File: config.mk
export PLATFORM = sky130hd
export DESIGN_NAME = trigger_reg_bank
export DESIGN_NICKNAME = d
export VERILOG_FILES = /design/src/rtl/trigger_pkg.sv /design/src/rtl/trigger_cell.sv /design/src/rtl/trigger_reg_bank.sv
export SDC_FILE = /design/constraint.sdc
export NUM_CORES = 1
export LEC_CHECK = 0
export ABC_AREA = 1
export CAP_MARGIN = 20
export CORE_UTILIZATION = 43
export CTS_CLUSTER_SIZE = 28
export DETAILED_ROUTE_END_ITERATION = 7
export PLACE_DENSITY = 0.88
export SYNTH_ARGS = -nofsm -noshare
export SYNTH_HDL_FRONTEND = slang
export SYNTH_SLANG_ARGS = --single-unit
File: constraint.sdc
create_clock -name c -period 1.5 [get_ports c]
set_clock_uncertainty 0.15 [all_clocks]
set_input_delay 0.3 -clock c [delete_from_list [all_inputs] [get_ports c]]
set_output_delay 0.3 -clock c [all_outputs]
set_load 0.01 [all_outputs]
File: src/rtl/trigger_pkg.sv
// Shared definitions for the trigger register bank: mode encodings and helpers.
package trigger_pkg;

   localparam int MODE_W = 3;

   typedef enum logic [MODE_W-1:0] {
      MODE_HOLD   = 3'b000,
      MODE_LOAD   = 3'b001,
      MODE_JK     = 3'b010,
      MODE_TOGGLE = 3'b011,
      MODE_SHL    = 3'b100,
      MODE_SHR    = 3'b101,
      MODE_ROL    = 3'b110,
      MODE_RSVD   = 3'b111
   } mode_e;

   // Modes that move a bit out through the serial output.
   function automatic logic is_shift(input logic [MODE_W-1:0] m);
      return (m == MODE_SHL) || (m == MODE_SHR) || (m == MODE_ROL);
   endfunction

endpackage

File: src/rtl/trigger_cell.sv
// One bit of the trigger register: next-state selection plus its reset flop.
// With TRIG_CHANGE_FLAG_EN defined the next-state value is also exported.
module trigger_cell
   import trigger_pkg::*;
#(
   parameter logic RST_BIT = 1'b0
) (
   input  logic              i_clk,
   input  logic              i_rst_n,
   input  logic              i_en,
   input  logic [MODE_W-1:0] i_mode,
   input  logic              i_d,
   input  logic              i_j,
   input  logic              i_k,
   input  logic              i_shl_in,
   input  logic              i_shr_in,
   input  logic              i_rol_in,
`ifdef TRIG_CHANGE_FLAG_EN
   output logic              o_nxt,
`endif
   output logic              o_q
);

   logic r_q;
   logic w_nxt;

   always_comb begin
      w_nxt = r_q;
      if (i_en) begin
         case (i_mode)
            MODE_LOAD:   w_nxt = i_d;
            MODE_JK:     w_nxt = (i_j & ~r_q) | (~i_k & r_q);
            MODE_TOGGLE: w_nxt = r_q ^ i_d;
            MODE_SHL:    w_nxt = i_shl_in;
            MODE_SHR:    w_nxt = i_shr_in;
            MODE_ROL:    w_nxt = i_rol_in;
            default:     w_nxt = r_q;
         endcase
      end
   end

   always_ff @(posedge i_clk or negedge i_rst_n) begin
      if (!i_rst_n) r_q <= RST_BIT;
      else          r_q <= w_nxt;
   end

   assign o_q = r_q;
`ifdef TRIG_CHANGE_FLAG_EN
   assign o_nxt = w_nxt;
`endif

endmodule

File: src/rtl/trigger_reg_bank.sv
// WIDTH-bit clocked register of D/JK/T/shift trigger cells with serial I/O.
// Optional feature macro: TRIG_CHANGE_FLAG_EN adds the registered `changed` output.
module trigger_reg_bank
   import trigger_pkg::*;
#(
   parameter int               WIDTH   = 8,
   parameter logic [WIDTH-1:0] RST_VAL = '0
) (
   input  logic              c,
   input  logic              r_n,
   input  logic              en,
   input  logic [MODE_W-1:0] mode,
   input  logic [WIDTH-1:0]  d,
   input  logic [WIDTH-1:0]  j,
   input  logic [WIDTH-1:0]  k,
   input  logic              si,
   output logic [WIDTH-1:0]  q,
   output logic              so,
   output logic              bad_mode
`ifdef TRIG_CHANGE_FLAG_EN
   ,
   output logic              changed
`endif
);

   logic [WIDTH-1:0] w_q;
   logic [WIDTH-1:0] w_shl_in;
   logic [WIDTH-1:0] w_shr_in;
   logic [WIDTH-1:0] w_rol_in;
`ifdef TRIG_CHANGE_FLAG_EN
   logic [WIDTH-1:0] w_nxt;
`endif

   // Neighbour wiring; the end cells take si (shifts) or the far end (rotate),
   // which for WIDTH=1 makes ROL a hold and both shifts a load of si.
   for (genvar gi = 0; gi < WIDTH; gi++) begin : g_cell
      if (gi == 0) begin : g_lo
         assign w_shl_in[gi] = si;
         assign w_rol_in[gi] = w_q[WIDTH-1];
      end else begin : g_lo
         assign w_shl_in[gi] = w_q[gi-1];
         assign w_rol_in[gi] = w_q[gi-1];
      end
      if (gi == WIDTH-1) begin : g_hi
         assign w_shr_in[gi] = si;
      end else begin : g_hi
         assign w_shr_in[gi] = w_q[gi+1];
      end

      trigger_cell #(
         .RST_BIT (RST_VAL[gi])
      ) u_cell (
         .i_clk    (c),
         .i_rst_n  (r_n),
         .i_en     (en),
         .i_mode   (mode),
         .i_d      (d[gi]),
         .i_j      (j[gi]),
         .i_k      (k[gi]),
         .i_shl_in (w_shl_in[gi]),
         .i_shr_in (w_shr_in[gi]),
         .i_rol_in (w_rol_in[gi]),
`ifdef TRIG_CHANGE_FLAG_EN
         .o_nxt    (w_nxt[gi]),
`endif
         .o_q      (w_q[gi])
      );
   end

   logic r_so;
   logic r_bad_mode;
   logic w_so_src;

   assign w_so_src = (mode == MODE_SHR) ? w_q[0] : w_q[WIDTH-1];

   always_ff @(posedge c or negedge r_n) begin
      if (!r_n) begin
         r_so       <= 1'b0;
         r_bad_mode <= 1'b0;
      end else begin
         if (en && is_shift(mode)) r_so <= w_so_src;
         r_bad_mode <= en && (mode == MODE_RSVD);
      end
   end

`ifdef TRIG_CHANGE_FLAG_EN
   logic r_changed;

   always_ff @(posedge c or negedge r_n) begin
      if (!r_n) r_changed <= 1'b0;
      else      r_changed <= (w_nxt != w_q);
   end

   assign changed = r_changed;
`endif

   assign q        = w_q;
   assign so       = r_so;
   assign bad_mode = r_bad_mode;

endmodule

Word-level counts from Yosys, hierarchy flattened:

Cells that the tools add are included.

* register bits after elaboration: 10
* bits in latches: 0
* RAM bits: 0
* ROM bits: 0
* bits of input ports: 31
* memories: 0

* add/subtract/negate cells: 0
* multipliers: 0
* divide/modulo/power cells: 0
* $lt $le $gt $ge: 0
* equal/unequal tests: 7
* shift operators: 0
* muxes and demuxes: 9
* bitwise operators: 48
* reduce and logical (&&, ||, !) cells: 9

Operators by type and width (count)
* 1-bit case mux with 5 select lines: 7
* 1-bit AND: 16
* 1-bit inverter: 16
* 3-bit equality test, second input constant: 4
* 1-bit OR: 8
* 1-bit XOR: 8
* 3-bit by 2-bit equality test with 1-bit output, second input constant: 2
* 1-bit case mux with 6 select lines: 1
* 6-bit nonzero test: 1
* 5-bit nonzero test: 1
* 2-bit AND reduction: 2
* 3-bit by 1-bit equality test with 1-bit output, second input constant: 1
* 1-bit logical AND: 2
* 1-bit logical OR: 2
* 2-bit OR reduction: 1
* 1-bit two-way mux: 1

Depth between registers and ports, before layout:

* depth after elaboration: 4
* gate-level depth with buffers: 10
* depth with buffers taken out: 8

Cells and area by module:

Synthesis repeated with hierarchy kept, for this count alone.

* cell total of the unflattened synthesis: 232
* area total of the unflattened synthesis: 1176.1 um2

Modules (own cells, without submodules)
* trigger_cell: times used 8, cells each 27, area each 132.6 um2, seq. area each 25.0 um2
* trigger_reg_bank: times used 1, cells each 16, area each 115.1 um2, seq. area each 50.0 um2

Worst setup path before layout:

No wires, ideal clock.

* path kind: in2reg
* start: input port mode[2]
* end: register g_cell[0].u_cell.r_q
* setup time: 121 ps
* arrival time: 1065 ps
* data required time: 1229 ps
* path slack: 164 ps
* stages: 8
* buffers on the path: 2
* cells stage by stage: buf_4 > inv_2 > nand2_1 > nand2_2 > buf_6 > nand3_1 > o21bai_1 > nand2_1

* word-level cells in the longest chain between the ends: 3
* elaborated cells between the ends (all ways): 9
* those cells by class: eq/ne: 6; mux: 1; reduce/logical: 2

RTL lines
* from (decl): RTL line trigger_reg_bank.sv:12 `input logic [MODE_W-1:0] mode,`
* 3-bit equality test (tied with other cells): RTL line trigger_cell.sv:30 `case (i_mode)`
* 6-bit nonzero test (no line)
* 2-bit AND reduction (no line)
* to (signal assigned): RTL line trigger_cell.sv:44 `else r_q <= w_nxt;`
* to (decl): RTL line trigger_cell.sv:24 `logic r_q;`

Several ways; a longest one is shown, not always the timed one.
A chain may end at the register's enable or synchronous reset.

Final worst setup path:

* start: register g_cell[2].u_cell.r_q
* end: output port q[2]

RTL lines
* from (decl): RTL line trigger_cell.sv:24
* from (signal assigned): RTL line trigger_cell.sv:44
* to (decl): RTL line trigger_reg_bank.sv:17 `output logic [WIDTH-1:0] q,`

No word-level cell between the ends.

==> flow_summary.toml <==
[power]
peakVddDrop_uv = 599.7
p_per_area_nw_per_um2 = 753.4
leakage_nw = 0.9432
finalPower_mw = 1.257

[critical_path]
cpPeakStageDelay_ns = 0.42
worst_setup_path_start_kind = "register"
crit_path_start = "g_cell[2].u_cell.o_q"
worstSetupPathType = "reg2out"
r2r-end = "g_cell[4].u_cell.o_q"
crit_required_ns = 1.05
cp.depth = 1
reg2reg_slack_ns = 0.14
r2r_start = "g_cell[4].u_cell.o_q"
reg2reg_depth = 6
cp-end-kind = "output pin"
path_cells = "dlygate4sd2_1"
cp_top_family = "flip-flops"
cp-endpoint = "q[2]"
cpMaxStageDelayCell = "dfrtp_1"
arrival_ns = 1.00
cp_num_buf_inv = 1
crit_fanout = 5

[run_status]
status = "finished clean"

[clocking]
clockBufferDepth = 2
clock-root-buffer = "clkbuf_4"
clk_latency_ns = 0.28
clock_sinks = 10
h-tree-depth = 1
cts.hold.buffers_added = 0
tritoncts = "done"
clkTransAtPathRegs_ns = 0.07
numCtsBuffers = 3

[yosys]
synth-main-ff-cell = "dfrtp_1"
ys_ff_latch = 10
synthCells = 190
netlist.top_cell.by_area = "nand2_1"
synth_area_leaders = "nand2_1, dfrtp_1, inv_1"
synth_top_area_share_pct = 24.43
yosys_warnings = 0
avgSynthCellArea_um2 = 5.499
synth_area_um2 = 1045
synth_edf_count = 0
async_flop_share_pct = 100.0
synth_nets = 221
synth_cell_types = 17
ys_seq_area_share_pct = 23.95

[placement]
dp.cells = 275
place.port_buffers = 40
dp_hpwl_mm = 2.224
routabilityCongestion = 0.9355

[routing]
vias_per_cell = 4.876
route.vias.total = 1375
ant_nets = 0
dr.pass1.iters = 4
drtIter0Drc = 31
remaining_drc_errors = 0
routedWlPerCell_um = 10.88
routed_wl_mm = 3.069

[sta]
fin_crit_sh_pct = 96.72
layout_min_cycle_time_ns = 1.451
max_slew_margin_pct = 80.91
setup_viol = 0
max_freq_ghz = 0.6893
hold_viol = 0
drv_slew = 0
rsz0062_at_grt = "no"
worst_pin_slew_ns = 0.2864

[global_route]
overflow = 0
grt_pass1_vias = 1261
antenna_found_initial = 0
grt_pass1_wl_mm = 5.126
grt_max_degree = 16
grtUsageTotal_pct = 26.21

[cells_and_area]
multi_input_area_um2 = 624.3
post-route-util_pct = 73.97
nets = 286
fillers = 196
final_cells = 282
area.growth.synth_to_final_pct = 59.64
layout-drive-gt1-share_pct = 18.11
antenna_cells = 0
seqCellArea_um2 = 250.2

[job]
maxCapViolCount = 0

[floorplan]
rows = 17
initial_core_util_pct = 46.34
die_x_um = 51.29
die_h_um = 51.29
die_area_um2 = 2631
pin_count = 41
core_um2 = 2255

[hold_path]
hp-class = "in2async"
==> how the worst min path moves through the flow <==
| stage | startpoint | endpoint | slack, ns | cells after the start |
|---|---|---|---|---|
| 2_1_floorplan | r_n | bad_mode | -0.15 | 0 |
| 4_1_cts | r_n | so | 0.17 | 2 |
| 3_3_place_gp | so | so | 0.31 | 2 |
| 5_1_grt | r_n | so | 0.18 | 2 |
| 3_5_place_dp | so | so | 0.33 | 2 |
| 6_report | r_n | g_cell[6].u_cell.o_q | 0.17 | 2 |
==> per-stage QoR <==
stage	instance area, um2	setup slack (ns)	setup TNS, ns	hold WS (ns)
CTS	1665	0.002533	0	0.1695
finish	1668	0.04927	0	0.1665
global placement	1604	-0.3526	-2.901	0.3124
global route	1668	0.004305	0	0.1823
detailed placement	1604	-0.5009	-3.500	0.3346
floorplan	1045	0.1643	0	-0.1456
==> flip-flops by register name, indices dropped and copies added, names as in the netlist <==
register and cells:
bad_mode 1, g_cell.u_cell.o_q 8, so 1
==> where the power goes <==
part | switching [mW] | total, mW | internal [mW]
Sequential | 0.0324 | 0.353 | 0.320
Combinational | 0.320 | 0.649 | 0.329
Clock | 0.107 | 0.255 | 0.148
==> synth_stat cells, types with 2 or more instances <==
master,number
o21ai_0,14
nand3_1,20
nand2_1,68
or2_2,6
inv_1,28
buf_4,9
nand4_1,2
dfrtp_1,10
nor2_1,25
==> layout by cell type, fill, tap and decap left out, drive strengths merged <==
cell type,n
nand2,69
nor3,1
nand4,2
dfrtp,10
or2,6
dlymetal6s2s,1
clkdlybuf4s50,27
nor2,25
buf,30
inv,29
o21bai,1
o21ai,15
clkbuf,4
dlygate4sd2,12
xor2,1
a21oi,1
nand3,20
==> layout make-up <==
type	count	share of cell area, %
multi-input cells	141	37.43
well taps	28	2.101
clock buffers	4	2.176
flip-flops and latches	10	15.00
repair buffers	70	36.76
inverters	29	6.527
==> metal layers <==
layer / track usage, % / share of wire [%] / vias up
met5: 0 / 0 / -
met4: 9.459 / 1.7 / 0
met3: 5.357 / 6.3 / 9
met1: 30.18 / 44 / 605
li1: - / - / 708
met2: 47.37 / 48 / 53
==> logic make-up after synthesis <==
kind of cell,Yosys count,share of synthesized area (%)
buffers and inverters,39,17.96
AOI/OAI and AO/OA,17,8.383
DFF,10,23.95
and+or+nand+nor,123,48.86
xor gates and xnor gates,1,0.8385
==> timing repair <==
item,4_1_cts,5_1_grt
setup buffers,3,0
resized for setup,19,2
setup endpoints to repair,18,8
cloned,0,0
Note: power is estimated with default switching activity, not from simulation.
